[config.mk]
export PLATFORM = sky130hd
export DESIGN_NAME = mbist_march_ctrl_flat
export DESIGN_NICKNAME = d
export VERILOG_FILES = /design/src/rtl/mbist_march_ctrl_if.sv /design/src/rtl/mbist_march_ctrl.sv /design/src/flat_wrapper.sv
export SDC_FILE = /design/constraint.sdc
export NUM_CORES = 1
export LEC_CHECK = 0
export ABC_AREA = 1
export CAP_MARGIN = 15
export CORE_MARGIN = 3
export CORE_UTILIZATION = 47
export CTS_CLUSTER_DIAMETER = 120
export DETAILED_ROUTE_END_ITERATION = 10
export PLACE_DENSITY = 0.77
export SKIP_LAST_GASP = 1
export SLEW_MARGIN = 20
export SYNTH_ARGS = -nofsm -noshare
export SYNTH_HDL_FRONTEND = slang
export SYNTH_SLANG_ARGS = --single-unit
[constraint.sdc]
create_clock -name clk -period 2.4 [get_ports clk]
set_input_delay 0.36 -clock clk [delete_from_list [all_inputs] [get_ports clk]]
set_output_delay 0.36 -clock clk [all_outputs]
set_load 0.02 [all_outputs]
[src/rtl/mbist_march_ctrl_if.sv]
// Memory-under-test port bundle: registered address/data/strobes out, read data returned one cycle after mem_re.
// Latency: none inside the interface; no backpressure, the memory accepts one op every cycle.
interface mbist_march_ctrl_if #(
   parameter int A_WIDTH = 4,
   parameter int D_WIDTH = 8
);
   logic [A_WIDTH-1:0] mem_addr;
   logic [D_WIDTH-1:0] mem_wdata;
   logic               mem_we;
   logic               mem_re;
   logic [D_WIDTH-1:0] mem_rdata;

   modport master (
      output mem_addr,
      output mem_wdata,
      output mem_we,
      output mem_re,
      input  mem_rdata
   );

   modport slave (
      input  mem_addr,
      input  mem_wdata,
      input  mem_we,
      input  mem_re,
      output mem_rdata
   );
endinterface

[src/rtl/mbist_march_ctrl.sv]
// March C- BIST controller with address counter, read comparator and first-fail capture; MBIST_FAIL_CNT_EN adds a saturating fail_cnt.
// Latency: first op one cycle after start is sampled, done 10*2^A_WIDTH+2 cycles after it; no backpressure, one memory op per cycle.
module mbist_march_ctrl #(
   parameter int                 A_WIDTH = 4,
   parameter int                 D_WIDTH = 8,
   parameter logic [D_WIDTH-1:0] DATA_BG = {D_WIDTH{1'b0}}
) (
   input  logic               clk,
   input  logic               rst,
   input  logic               start,
   output logic               busy,
   output logic               done,
   output logic               fail,
   output logic [A_WIDTH-1:0] fail_addr,
   output logic [2:0]         fail_elem,
   output logic [D_WIDTH-1:0] fail_syndrome,
`ifdef MBIST_FAIL_CNT_EN
   output logic [7:0]         fail_cnt,
`endif
   mbist_march_ctrl_if.master mem
);

   typedef enum logic [1:0] {
      S_IDLE,
      S_ELEM,
      S_DRAIN,
      S_DONE
   } state_t;

   localparam logic [A_WIDTH-1:0] ADDR_MAX = {A_WIDTH{1'b1}};
   localparam logic [2:0]         ELEM_LAST = 3'd5;

   state_t             state_q, state_d;
   logic [2:0]         elem_q, elem_d;
   logic               phase_q, phase_d;
   logic [A_WIDTH-1:0] addr_q, addr_d;
   logic               launch;

   logic               two_op;
   logic               down;
   logic               next_down;
   logic               is_rd;
   logic               rd_one;
   logic               wr_one;
   logic               last_addr;
   logic               op_last;
   logic               op_vld;
   logic [D_WIDTH-1:0] wr_pat;
   logic [D_WIDTH-1:0] rd_pat;

   logic [D_WIDTH-1:0] exp_q;
   logic [2:0]         tag_elem_q;
   logic [A_WIDTH-1:0] tag_addr_q;
   logic               cmp_vld_q;
   logic [D_WIDTH-1:0] cmp_exp_q;
   logic [2:0]         cmp_elem_q;
   logic [A_WIDTH-1:0] cmp_addr_q;
   logic [D_WIDTH-1:0] syndrome;
   logic               mismatch;

   // Element decode: e1..e4 are (read, write) pairs, e3/e4 walk downwards.
   always_comb begin
      two_op    = (elem_q >= 3'd1) && (elem_q <= 3'd4);
      down      = (elem_q == 3'd3) || (elem_q == 3'd4);
      next_down = (elem_q == 3'd2) || (elem_q == 3'd3);
      is_rd     = two_op ? !phase_q : (elem_q == ELEM_LAST);
      rd_one    = (elem_q == 3'd2) || (elem_q == 3'd4);
      wr_one    = (elem_q == 3'd1) || (elem_q == 3'd3);
      last_addr = down ? (addr_q == '0) : (addr_q == ADDR_MAX);
      op_last   = !two_op || phase_q;
      op_vld    = (state_q == S_ELEM);
      wr_pat    = wr_one ? ~DATA_BG : DATA_BG;
      rd_pat    = rd_one ? ~DATA_BG : DATA_BG;
   end

   always_comb begin
      state_d = state_q;
      elem_d  = elem_q;
      phase_d = phase_q;
      addr_d  = addr_q;
      launch  = 1'b0;
      case (state_q)
         S_IDLE: begin
            if (start) begin
               state_d = S_ELEM;
               elem_d  = 3'd0;
               phase_d = 1'b0;
               addr_d  = '0;
               launch  = 1'b1;
            end
         end
         S_ELEM: begin
            if (!op_last) begin
               phase_d = 1'b1;
            end else begin
               phase_d = 1'b0;
               if (!last_addr) begin
                  addr_d = down ? addr_q - 1'b1 : addr_q + 1'b1;
               end else if (elem_q == ELEM_LAST) begin
                  state_d = S_DRAIN;
                  addr_d  = '0;
               end else begin
                  // Counter only wraps here, reloading the start address of the next element.
                  elem_d = elem_q + 3'd1;
                  addr_d = next_down ? ADDR_MAX : '0;
               end
            end
         end
         S_DRAIN: state_d = S_DONE;
         S_DONE:  state_d = S_IDLE;
         default: state_d = S_IDLE;
      endcase
   end

   always_ff @(posedge clk) begin
      if (rst) begin
         state_q <= S_IDLE;
         elem_q  <= 3'd0;
         phase_q <= 1'b0;
         addr_q  <= '0;
      end else begin
         state_q <= state_d;
         elem_q  <= elem_d;
         phase_q <= phase_d;
         addr_q  <= addr_d;
      end
   end

   // Memory port and status are registered, so they trail the sequencer state by one cycle.
   always_ff @(posedge clk) begin
      if (rst) begin
         mem.mem_we    <= 1'b0;
         mem.mem_re    <= 1'b0;
         mem.mem_addr  <= '0;
         mem.mem_wdata <= '0;
         exp_q         <= '0;
         tag_elem_q    <= 3'd0;
         tag_addr_q    <= '0;
         busy          <= 1'b0;
         done          <= 1'b0;
      end else begin
         mem.mem_we    <= op_vld && !is_rd;
         mem.mem_re    <= op_vld && is_rd;
         mem.mem_addr  <= op_vld ? addr_q : '0;
         mem.mem_wdata <= (op_vld && !is_rd) ? wr_pat : '0;
         if (op_vld && is_rd) begin
            exp_q      <= rd_pat;
            tag_elem_q <= elem_q;
            tag_addr_q <= addr_q;
         end
         busy <= (state_q == S_ELEM) || (state_q == S_DRAIN);
         done <= (state_q == S_DONE);
      end
   end

   // Second stage lines the expectation up with mem_rdata, which arrives a cycle after mem_re.
   always_ff @(posedge clk) begin
      if (rst) begin
         cmp_vld_q  <= 1'b0;
         cmp_exp_q  <= '0;
         cmp_elem_q <= 3'd0;
         cmp_addr_q <= '0;
      end else begin
         cmp_vld_q  <= mem.mem_re;
         cmp_exp_q  <= exp_q;
         cmp_elem_q <= tag_elem_q;
         cmp_addr_q <= tag_addr_q;
      end
   end

   assign syndrome = mem.mem_rdata ^ cmp_exp_q;
   assign mismatch = cmp_vld_q && (syndrome != '0);

   always_ff @(posedge clk) begin
      if (rst || launch) begin
         fail          <= 1'b0;
         fail_addr     <= '0;
         fail_elem     <= 3'd0;
         fail_syndrome <= '0;
      end else if (mismatch && !fail) begin
         fail          <= 1'b1;
         fail_addr     <= cmp_addr_q;
         fail_elem     <= cmp_elem_q;
         fail_syndrome <= syndrome;
      end
   end

`ifdef MBIST_FAIL_CNT_EN
   always_ff @(posedge clk) begin
      if (rst || launch) begin
         fail_cnt <= 8'd0;
      end else if (mismatch && (fail_cnt != 8'hFF)) begin
         fail_cnt <= fail_cnt + 8'd1;
      end
   end
`endif

endmodule
[src/flat_wrapper.sv]
// flat-port wrapper written by rule: the top's interface ports become plain ports
module mbist_march_ctrl_flat 
#(
   parameter int                 A_WIDTH = 4,
   parameter int                 D_WIDTH = 8,
   parameter logic [D_WIDTH-1:0] DATA_BG = {D_WIDTH{1'b0}}
)
  (clk, rst, start, busy, done, fail, fail_addr, fail_elem, fail_syndrome, mem_mem_addr, mem_mem_wdata, mem_mem_we, mem_mem_re, mem_mem_rdata);
  mbist_march_ctrl_if #(.A_WIDTH(A_WIDTH), .D_WIDTH(D_WIDTH)) mem_i ();
  input  logic clk;
  input  logic rst;
  input  logic start;
  output logic busy;
  output logic done;
  output logic fail;
  output logic [A_WIDTH-1:0] fail_addr;
  output logic [2:0] fail_elem;
  output logic [D_WIDTH-1:0] fail_syndrome;
  output wire logic [$bits(mem_i.mem_addr)-1:0] mem_mem_addr;
  output wire logic [$bits(mem_i.mem_wdata)-1:0] mem_mem_wdata;
  output wire logic [$bits(mem_i.mem_we)-1:0] mem_mem_we;
  output wire logic [$bits(mem_i.mem_re)-1:0] mem_mem_re;
  input wire logic [$bits(mem_i.mem_rdata)-1:0] mem_mem_rdata;
  assign mem_mem_addr = mem_i.mem_addr;
  assign mem_mem_wdata = mem_i.mem_wdata;
  assign mem_mem_we = mem_i.mem_we;
  assign mem_mem_re = mem_i.mem_re;
  assign mem_i.mem_rdata = mem_mem_rdata;
  mbist_march_ctrl #(.A_WIDTH(A_WIDTH), .D_WIDTH(D_WIDTH), .DATA_BG(DATA_BG)) u_core (.clk(clk), .rst(rst), .start(start), .busy(busy), .done(done), .fail(fail), .fail_addr(fail_addr), .fail_elem(fail_elem), .fail_syndrome(fail_syndrome), .mem(mem_i));
endmodule
==> results of run 1 <==
routing by layer:
metal | up-vias | global-route usage [%] | routed length [um]
met3 | 8 | 3.288 | 217
met4 | 0 | 4.639 | 56
met1 | 860 | 19.99 | 2128
met2 | 47 | 28.96 | 2261
met5 | - | 0 | 0
li1 | 1058 | - | -
cell type report:
class                           count  share of cell area (%)
Inverter                           46                   5.796
Multi-Input combinational cell    208                   38.09
Sequential cell                    52                   34.94
Timing Repair Buffer               44                   14.62
Clock inverter                      2                   1.302
Clock buffer                        6                   2.436
Tap cell                           67                   2.814
sequential cells by signal, summed over array words and instances, names as in the netlist:
register,cells
u_core.tag_addr_q,4
u_core.mem.mem_wdata,1
u_core.busy,1
u_core.addr_q,4
u_core.exp_q,1
u_core.mem.mem_re,1
u_core.fail_syndrome,8
u_core.tag_elem_q,3
u_core.cmp_addr_q,4
u_core.phase_q,1
u_core.done,1
u_core.fail,1
u_core.cmp_elem_q,3
u_core.cmp_vld_q,1
u_core.fail_elem,3
u_core.mem.mem_addr,4
u_core.cmp_exp_q,1
u_core.fail_addr,4
u_core.state_q,2
u_core.mem.mem_we,1
u_core.elem_q,3
path summary, 6_finish.rpt:
kind,start,end,slack [ns]
worst max-delay path,u_core.elem_q[0]$_SDFFE_PP0P_,u_core.addr_q[3]$_SDFFE_PP0P_,0.34
worst min register to register,u_core.tag_addr_q[1]$_SDFFE_PP0P_,u_core.cmp_addr_q[1]$_SDFF_PP0_,0.41
worst max register to register,u_core.elem_q[0]$_SDFFE_PP0P_,u_core.addr_q[3]$_SDFFE_PP0P_,0.34
worst min-delay path,u_core.tag_addr_q[1]$_SDFFE_PP0P_,u_core.cmp_addr_q[1]$_SDFF_PP0_,0.41
power groups by stage:
stage          clock network (mW)  registers [mW]  logic [mW]
3_5_place_dp                    0            1.13        1.18
2_1_floorplan                   0            1.13       0.939
3_3_place_gp                    0            1.12        1.15
6_report                    0.594            1.11        1.18
5_1_grt                     0.644            1.13        1.35
4_1_cts                     0.611            1.11        1.18
logic make-up after synthesis:
kind of cell | count (synthesis) | share of synthesized area, %
buffers and inverters | 62 | 13.14
xor gates and xnor gates | 9 | 3.147
AOI/OAI and AO/OA | 36 | 8.792
and+or+nand+nor | 151 | 27.07
DFF | 52 | 41.56
adders and majority gates | 12 | 6.294
critical path: stages, from the launching register on:
cell and delay [ns]:
dfxtp_1 0.40, inv_1 0.12, ha_1 0.27, nand2_1 0.12
nand2_1 0.12, ha_1 0.34, nand2_1 0.07, nand2_1 0.04
nor2_1 0.13, inv_1 0.05, nand2_1 0.06, nand2_1 0.05
nand2_1 0.05, nand3_1 0.06, a21oi_1 0.11
placed cells by master (no fill, tap or decap), types with 3 or more instances in the layout:
master,instances
a21oi_1,12
a21oi_2,9
clkbuf_8,5
clkdlybuf4s50_1,42
dfxtp_1,52
ha_1,11
inv_1,45
nand2_1,62
nand2_2,10
nand3_1,23
nand3b_1,3
nand4_1,3
nor2_1,42
o21ai_0,13
xnor2_1,8
stage by stage:
| stage | std cells | hold WS (ns) |
|---|---|---|
| 2_1_floorplan | 322 | 0.3970 |
| 6_report | 425 | 0.4110 |
| 3_5_place_dp | 417 | 0.4095 |
| 5_1_grt | 425 | 0.4343 |
| 3_3_place_gp | 417 | 0.4054 |
| 4_1_cts | 425 | 0.4171 |
==> impl_results.md, run 1 <==
* Status: complete, no violations
* Number of global-route vias before repair at 1896
* Util after Layout at 60.28%
* Fin worst setup slack at 0.3378 ns
* Number of CTS-inserted buffers at 5
* Total power at 2.879 mW
* Final routed DRC violation total at 0
* Initial DRC count at 59
* Total grt overflow at 0
* DRT Pass-1 Iters at 4
* Synth area leaders: dfxtp_1, nand2_1, inv_1
* Routed WL per cell at 10.97 um
* Rows at 25
* Die X at 79.01 um
* # diodes at 0
* Comb power frac at 40.9%
* Sw Pwr at 1.136 mW
* Hold Crit Depth at 2
* Multi-input gate area at 1135 um2
* RSZ-0062 raised after global routing: false
* Mapped Area at 2505 um2
* Total GRT Usage at 16.34%
* Post-synth top cells: nand2_1, dfxtp_1, inv_1
* Power Internal at 1.743 mW
* Pin count of the biggest net entering global routing at 21
* Critical path class: flip-flop to flip-flop
* Num ports at 43
* Main synth FF type: dfxtp_1
* Setup bufs post-CTS at 0
* Achievable frequency at 484.9 MHz
* Setup crit start kind: flip-flop
* Worst Reg-to-Reg Cells at 14
* CTS sink cnt at 52
* Initial Utilization at 50.68%
* CTS tree: built
* Sw frac at 39.45%
* Sequential Power Share at 38.5%
* Final worst path period share at 85.92%
* Seq. cell area at 1041 um2
* Worst min path class: flip-flop to flip-flop
* Max-Cap Viols at 0
* Post-synthesis sequential area ratio at 41.56%
* Worst-Margin Slew at 0.5439 ns
* Via/cell ratio at 4.642
* Total Nets Final at 380
* Max Transition Viols Final at 0
* CTS root buf: clkbuf_8
* Worst relative slew slack at 63.70%
* Cells after Synth at 322
* Ys Warns at 0
* Post-DP HPWL at 3604 um
* Clock transition at path regs at 0.09 ns
* PD cells at 966.4 nW/um2
* Post-placement setup slack at 0.3636 ns
* Gp weighted congestion at 0.8529
* Synth cell types at 29
* Core footprint at 4942 um2
* IO Port Bufs at 42
* Initial antenna violation count at 0
* Max clock buf depth at 2
* Cts hold-fix bufs at 0
* Die area at 6242 um2
* Setup TNS at 0 ns
* Skew-Pair Late Insertion Delay at 0.30 ns
* Leak at 1.233 nW
* Vias after detailed routing at 1973
* Share of cells above drive strength 1 at 10.06%
* Setup violators final at 0
* Average size of a mapped cell at 7.779 um2
* #FFs+latches synth at 52
* Die height at 79.01 um
* Area leader, netlist: dfxtp_1
* Post-CTS sizing at 0
* Fin. Hold Viols at 0
* Design area at 2979 um2
* Ys async rst share at 0%
* DRT antenna net count at 0
* CP Data Arrival Time at 2.30 ns
* Crit path max fanout at 5
* Syn-to-layout area delta at 18.93%
* Worst-case vdd ir drop at 0.7322 mV
* Most common cell in the synthesized netlist: nand2_1
* Yosys top cell area share at 41.56%
* CP Data Required Time at 2.64 ns
* Crit. End Element: flip-flop
* Synthesized Nets at 345
* Post-synth EDFFs at 0
* H-tree Lvls at 2
* Clock Skew at 0.008281 ns
* First-pass GRT wire length at 8342 um
* Fin crit period at 2.062 ns
* Placed Area at 2868 um2
* Post-Route WL at 4663 um
* Fillers at 477
* Power share of the clock group at 20.6%
Note: power is estimated with default switching activity, not from simulation.
==> inputs of run 2 (changes only) <==
--- a/config.mk
+++ b/config.mk
@@ -7,7 +7,7 @@
 export LEC_CHECK = 0
 export ABC_AREA = 1
 export CAP_MARGIN = 15
-export CORE_MARGIN = 3
+export CORE_MARGIN = 2
 export CORE_UTILIZATION = 47
 export CTS_CLUSTER_DIAMETER = 120
 export DETAILED_ROUTE_END_ITERATION = 10
==> run 2 against run 1 <==
  * Global-route usage up 0.35 points
  * Count of clock-buffer cells in the layout unchanged
  * Critical path type unchanged
  * Largest cell class unchanged
  * Final cell count increased by 0.71%
  * Clock power up 4.0%
  * Sequential share of layout area shrank 0.16 points
  * Largest power group unchanged
  * First-iteration DRC count grew 53%
  * Critical endpoint unchanged
==> impl_results.md, run 2 (synthesis gave the netlist of run 1 again) <==
* Setup crit start kind: flip-flop
* DRT antenna net count at 0 (unchanged)
* Syn-to-layout area delta at 19.48%
* Worst-Margin Slew at 0.6364 ns (+0.09249 ns)
* Max Transition Viols Final at 0 (unchanged)
* Setup violators final at 0 (unchanged)
* Worst-case vdd ir drop at 0.5596 mV (-24%)
* Share of cells above drive strength 1 at 10.34% (+0.28 points)
* Fin cells at 428 (+0.71%)
* Clock transition at path regs at 0.09 ns (about the same)
* Most frequent cells in the layout: nand2_1, dfxtp_1, inv_1
* Max-Cap Viols at 0 (unchanged)
* Number of CTS-inserted buffers at 5 (unchanged)
* Total grt overflow at 0 (unchanged)
* Leak at 1.238 nW (+0.45%)
* Multi-input gate area at 1135 um2 (unchanged)
* Critical path class: flip-flop to flip-flop
* RSZ-0062 raised after global routing: false
* WHS at 0.4190 ns (+0.007952 ns)
* Setup bufs post-CTS at 0 (unchanged)
* Total Nets Final at 380 (unchanged)
* Post-Route WL at 4713 um (+1.1%)
* Post-DP HPWL at 3555 um (-1.4%)
* Commonest non-fill, non-tap cell in the layout: nand2_1
* Via/cell ratio at 4.696 (+1.2%)
* # diodes at 0 (unchanged)
* Vias after detailed routing at 2010 (+1.9%)
* Status: complete, no violations
* Number of global-route vias before repair at 1893 (-0.16%)
* IO Port Bufs at 42 (unchanged)
* Num ports at 43 (unchanged)
* PD cells at 968.3 nW/um2 (+0.20%)
* Fillers at 508 (+6.5%)
* CP Data Arrival Time at 2.30 ns (about the same)
* Crit path max fanout at 5 (unchanged)
* Gp weighted congestion at 0.8950 (+4.9%)
* Crit. End Element: flip-flop
* Fin crit period at 2.062 ns (+0.0001150 ns)
* H-tree Lvls at 2 (unchanged)
* Post-CTS sizing at 0 (unchanged)
* Design area at 2993 um2 (+0.46%)
* Pin count of the biggest net entering global routing at 19 (-9.5%)
* CP Data Required Time at 2.64 ns (about the same)
* Die height at 77.01 um (-2.5%)
* Seq. cell area at 1041 um2 (unchanged)
* Worst relative slew slack at 57.42% (-6.3 points)
* Initial DRC count at 90 (+53%)
* DRT Pass-1 Iters at 4 (unchanged)
* Fin worst setup slack at 0.3377 ns (-0.0001150 ns)
* Initial antenna violation count at 0 (unchanged)
* Die area at 5930 um2 (-5.0%)
* Worst min path class: flip-flop to flip-flop
* CTS sink cnt at 52 (unchanged)
* Fin. Hold Viols at 0 (unchanged)
* Total GRT Usage at 16.69% (+0.35 points)
* CTS root buf: clkbuf_8
* Total power at 2.898 mW (+0.66%)
* Cts hold-fix bufs at 0 (unchanged)
* First-pass GRT wire length at 8086 um (-3.1%)
* Routed WL per cell at 11.01 um (+0.36%)
* CTS tree: built
* Largest register FFs at 8 (unchanged)
* Rows at 26 (+4.0%)
* Util after Layout at 58.23% (-2.1 points)
* Max clock buf depth at 2 (unchanged)
* Placed Area at 2872 um2 (+0.13%)
* Core footprint at 5140 um2 (+4.0%)
* Largest Register: u_core.fail_syndrome
* Initial Utilization at 48.73% (-1.9 points)
* Setup TNS at 0 ns (unchanged)
* Skew-Pair Late Insertion Delay at 0.30 ns (about the same)
* Clock Skew at 0.002563 ns (-0.005718 ns)
* Final worst path period share at 85.93% (about the same)
* Final routed DRC violation total at 0 (unchanged)
* DP Cell Count at 420 (+0.72%)
* Achievable frequency at 484.9 MHz (about the same)
* Post-placement setup slack at 0.3871 ns (+0.02354 ns)
* Die X at 77.01 um (-2.5%)
run 2: changes by cell type in the layout (fill, tap and decap cells not counted), sizes merged:
cell | before | now
inv | 47 | 46
clkinv | 0 | 1
run 2: final timing paths:
kind / cells past startpoint / startpoint / slack [ns] / to
max: 14 / u_core.elem_q[0]$_SDFFE_PP0P_ / 0.34 / u_core.addr_q[3]$_SDFFE_PP0P_
min reg2reg: 2 / u_core.tag_addr_q[3]$_SDFFE_PP0P_ / 0.42 / u_core.cmp_addr_q[3]$_SDFF_PP0_
min: 2 / u_core.tag_addr_q[3]$_SDFFE_PP0P_ / 0.42 / u_core.cmp_addr_q[3]$_SDFF_PP0_
max reg2reg: 14 / u_core.elem_q[0]$_SDFFE_PP0P_ / 0.34 / u_core.addr_q[3]$_SDFFE_PP0P_
run 2: where the power goes:
part / switching (mW) / total (mW) / leakage, nW / internal (mW)
Clock: 0.278 / 0.618 / 0.0614 / 0.341
Combinational: 0.757 / 1.17 / 0.755 / 0.411
Sequential: 0.0971 / 1.11 / 0.421 / 1.02
run 2: critical path: stages (launching register included):
cell and delay, ns:
dfxtp_1 0.40, inv_1 0.12, ha_1 0.25, nand2_1 0.12, nand2_1 0.12, ha_1 0.33
nand2_1 0.08, nand2_1 0.06, nor2_1 0.14, inv_1 0.05, nand2_1 0.06, nand2_1 0.04
nand2_1 0.05, nand3_1 0.06, a21oi_1 0.11
run 2: layout make-up:
| cell class | instances | area share (%) |
|---|---|---|
| clock buffer | 6 | 2.759 |
| clock inverter | 2 | 1.296 |
| inverter | 46 | 5.769 |
| multi-input combinational | 208 | 37.92 |
| sequential | 52 | 34.78 |
| tap | 70 | 2.926 |
| timing repair buffer | 44 | 14.55 |
run 2: routing by layer:
metal  global-route usage [%]  share of wire (%)
met1                    18.83                 43
met2                    30.09                 50
met3                    3.765                4.3
met4                    7.143                2.5
met5                        0                  0
==> inputs of run 3 (changes only) <==
--- a/config.mk
+++ b/config.mk
@@ -11,7 +11,8 @@
 export CORE_UTILIZATION = 47
 export CTS_CLUSTER_DIAMETER = 120
 export DETAILED_ROUTE_END_ITERATION = 10
-export PLACE_DENSITY = 0.77
+export DONT_BUFFER_PORTS = 1
+export PLACE_DENSITY = 0.67
 export SKIP_LAST_GASP = 1
 export SLEW_MARGIN = 20
 export SYNTH_ARGS = -nofsm -noshare
==> run 3 against run 2 <==
  * Sequential cell count is the same
  * Combinational power shrank 9%
  * Fmax grew 2.5%
  * Clock power shrank 19%
  * Critical path depth is the same
  * Cell area shrank 15%
  * Total power shrank 6.6%
  * Die area is the same
  * Count of clock-buffer cells in the layout is the same
  * Highest routed layer unchanged
==> impl_results.md, run 3 (synthesis gave the netlist of run 1 again) <==
* Max clock buf depth at 2 (unchanged)
* Final worst path period share at 83.82% (-2.1 points)
* Sequential Power Share at 42.3% (+3.9 points)
* Status: complete, no violations
* Initial DRC count at 42 (-53%)
* Setup crit start kind: flip-flop
* Post-DP HPWL at 3221 um (-9.4%)
* Num ports at 43 (unchanged)
* Die height at 77.01 um (unchanged)
* Clock Skew at 0.008860 ns (+0.006297 ns)
* Worst min path class: input pin to flip-flop
* DRT antenna net count at 0 (unchanged)
* Worst relative slew slack at 46.64% (-11 points)
* Number of CTS-inserted buffers at 5 (unchanged)
* Comb power frac at 39.2% (-1.1 points)
* Routed WL per cell at 11.41 um (+3.7%)
* Most used cell, CP: nand2_1
* Util after Layout at 49.44% (-8.8 points)
* Final routed DRC violation total at 0 (unchanged)
* Die area at 5930 um2 (unchanged)
* First-pass GRT wire length at 7748 um (-4.2%)
* Total Nets Final at 338 (-11%)
* Sw frac at 41.65% (+2.6 points)
* Post-Route WL at 4406 um (-6.5%)
* Syn-to-layout area delta at 1.449%
* Critical path buffer and inverter count at 2 (unchanged)
* Power Internal at 1.579 mW (-11%)
* Max-Cap Viols at 0 (unchanged)
* Worst-case vdd ir drop at 0.5391 mV (-3.7%)
* Leak at 1.071 nW (-14%)
* DRT Pass-1 Iters at 4 (unchanged)
* Die X at 77.01 um (unchanged)
* Clock transition at path regs at 0.10 ns (about the same)
* Max stage delay on crit path at 0.39 ns (about the same)
* CTS tree: built
* Post-CTS sizing at 0 (unchanged)
* Commonest non-fill, non-tap cell in the layout: nand2_1
* CP Data Arrival Time at 2.25 ns (-0.05 ns)
* Cts hold-fix bufs at 0 (unchanged)
* Fin crit period at 2.012 ns (-0.05060 ns)
* Fin. Hold Viols at 0 (unchanged)
* WHS at 0.1121 ns (-0.3069 ns)
* Worst-path cell chain: inv_1 -> ha_1 -> nand2_1 -> nand2_1 -> ha_1 -> nand2_1 -> nand2_1 -> nor2_1 -> inv_1 -> nand2_1 -> nand2_1 -> nand2_1 -> nand3_1 -> a21oi_1
* Fillers at 509 (+0.20%)
* Total power at 2.707 mW (-6.6%)
* Largest Register: u_core.fail_syndrome
* Skew-Pair Late Insertion Delay at 0.30 ns (about the same)
* Power share of the clock group at 18.5% (-2.8 points)
* CTS root buf: clkbuf_8
* Post-placement setup slack at 0.4183 ns (+0.03124 ns)
* H-tree Lvls at 2 (unchanged)
* Placed Area at 2452 um2 (-15%)
* Crit path max fanout at 5 (unchanged)
* # diodes at 0 (unchanged)
* Via/cell ratio at 4.718 (+0.45%)
* Critical path class: flip-flop to flip-flop
* Fin cells at 386 (-9.8%)
* Sw Pwr at 1.127 mW (-0.34%)
* CTS sink cnt at 52 (unchanged)
* Crit. End Element: flip-flop
* Core footprint at 5140 um2 (unchanged)
* RSZ-0062 raised after global routing: false
* CP top delay family: simple AND/OR/NAND/NOR gates
* Total grt overflow at 0 (unchanged)
* Fin worst setup slack at 0.3883 ns (+0.05060 ns)
* DP Cell Count at 378 (-10%)
* IO Port Bufs at 0 (-100%)
* Share of cells above drive strength 1 at 11.71% (+1.4 points)
* Vias after detailed routing at 1821 (-9.4%)
* Max Transition Viols Final at 0 (unchanged)
* Gp weighted congestion at 0.8960 (+0.11%)
* Pin count of the biggest net entering global routing at 21 (+2)
* Initial antenna violation count at 0 (unchanged)
* Rows at 26 (unchanged)
* Largest register FFs at 8 (unchanged)
* CP max-delay cell: dfxtp_1
* Design area at 2541 um2 (-15%)
* Achievable frequency at 497.1 MHz (+2.5%)
* CP Data Required Time at 2.64 ns (about the same)
* Initial Utilization at 48.73% (unchanged)
* Worst-Margin Slew at 0.8023 ns (+0.1659 ns)
* Setup bufs post-CTS at 0 (unchanged)
* PD cells at 1065 nW/um2 (+10%)
* Most frequent cells in the layout: nand2_1, dfxtp_1, inv_1
* Number of global-route vias before repair at 1763 (-6.9%)
* Setup violators final at 0 (unchanged)
* Setup TNS at 0 ns (unchanged)
* Total GRT Usage at 15.92% (-0.78 points)
==> run 3: cell count changes in the layout (fill, tap and decap cells not counted) <==
cell / previous run / this run
clkinvlp_4: 0 / 1
clkbuf_1: 0 / 1
dfxtp_1: 52 / 51
dfxtp_2: 0 / 1
bufinv_16: 1 / 0
clkbuf_8: 6 / 5
clkdlybuf4s50_1: 42 / 0
==> run 3: final cells by class <==
class / instances / area (um2) / area share, %
sequential: 52 / 1042 / 41.01
clock inverter: 2 / 16.27 / 0.6401
clock buffer: 6 / 72.57 / 2.856
inverter: 46 / 172.7 / 6.795
multi-input combinational: 208 / 1135 / 44.66
tap: 70 / 87.58 / 3.447
timing repair buffer: 2 / 15.01 / 0.5908
==> run 3: path summary, 6_finish.rpt <==
| path | slack [ns] | cells past startpoint | start | endpoint |
|---|---|---|---|---|
| worst max-delay path | 0.39 | 14 | u_core.elem_q[0]$_SDFFE_PP0P_ | u_core.addr_q[3]$_SDFFE_PP0P_ |
| worst min-delay path | 0.11 | 1 | rst | u_core.cmp_vld_q$_SDFF_PP0_ |
| worst max register to register | 0.39 | 14 | u_core.elem_q[0]$_SDFFE_PP0P_ | u_core.addr_q[3]$_SDFFE_PP0P_ |
| worst min register to register | 0.42 | 2 | u_core.tag_elem_q[2]$_SDFFE_PP0P_ | u_core.cmp_elem_q[2]$_SDFF_PP0_ |
==> run 3: per-layer routing <==
layer	share of wire [%]	up-vias	track usage, %
met3	5.8	13	4.824
li1	-	972	-
met2	46	45	26.84
met1	46	791	18.67
met5	0	-	0
met4	2.5	0	6.964
==> run 3: power by group through the flow <==
stage	clock (mW)	combinational (mW)	sequential, mW
after floorplan	0	0.939	1.13
after global placement	0	1.05	1.16
after detailed placement	0	1.06	1.17
after CTS	0.512	1.07	1.15
after global routing	0.544	1.24	1.17
final	0.501	1.06	1.15
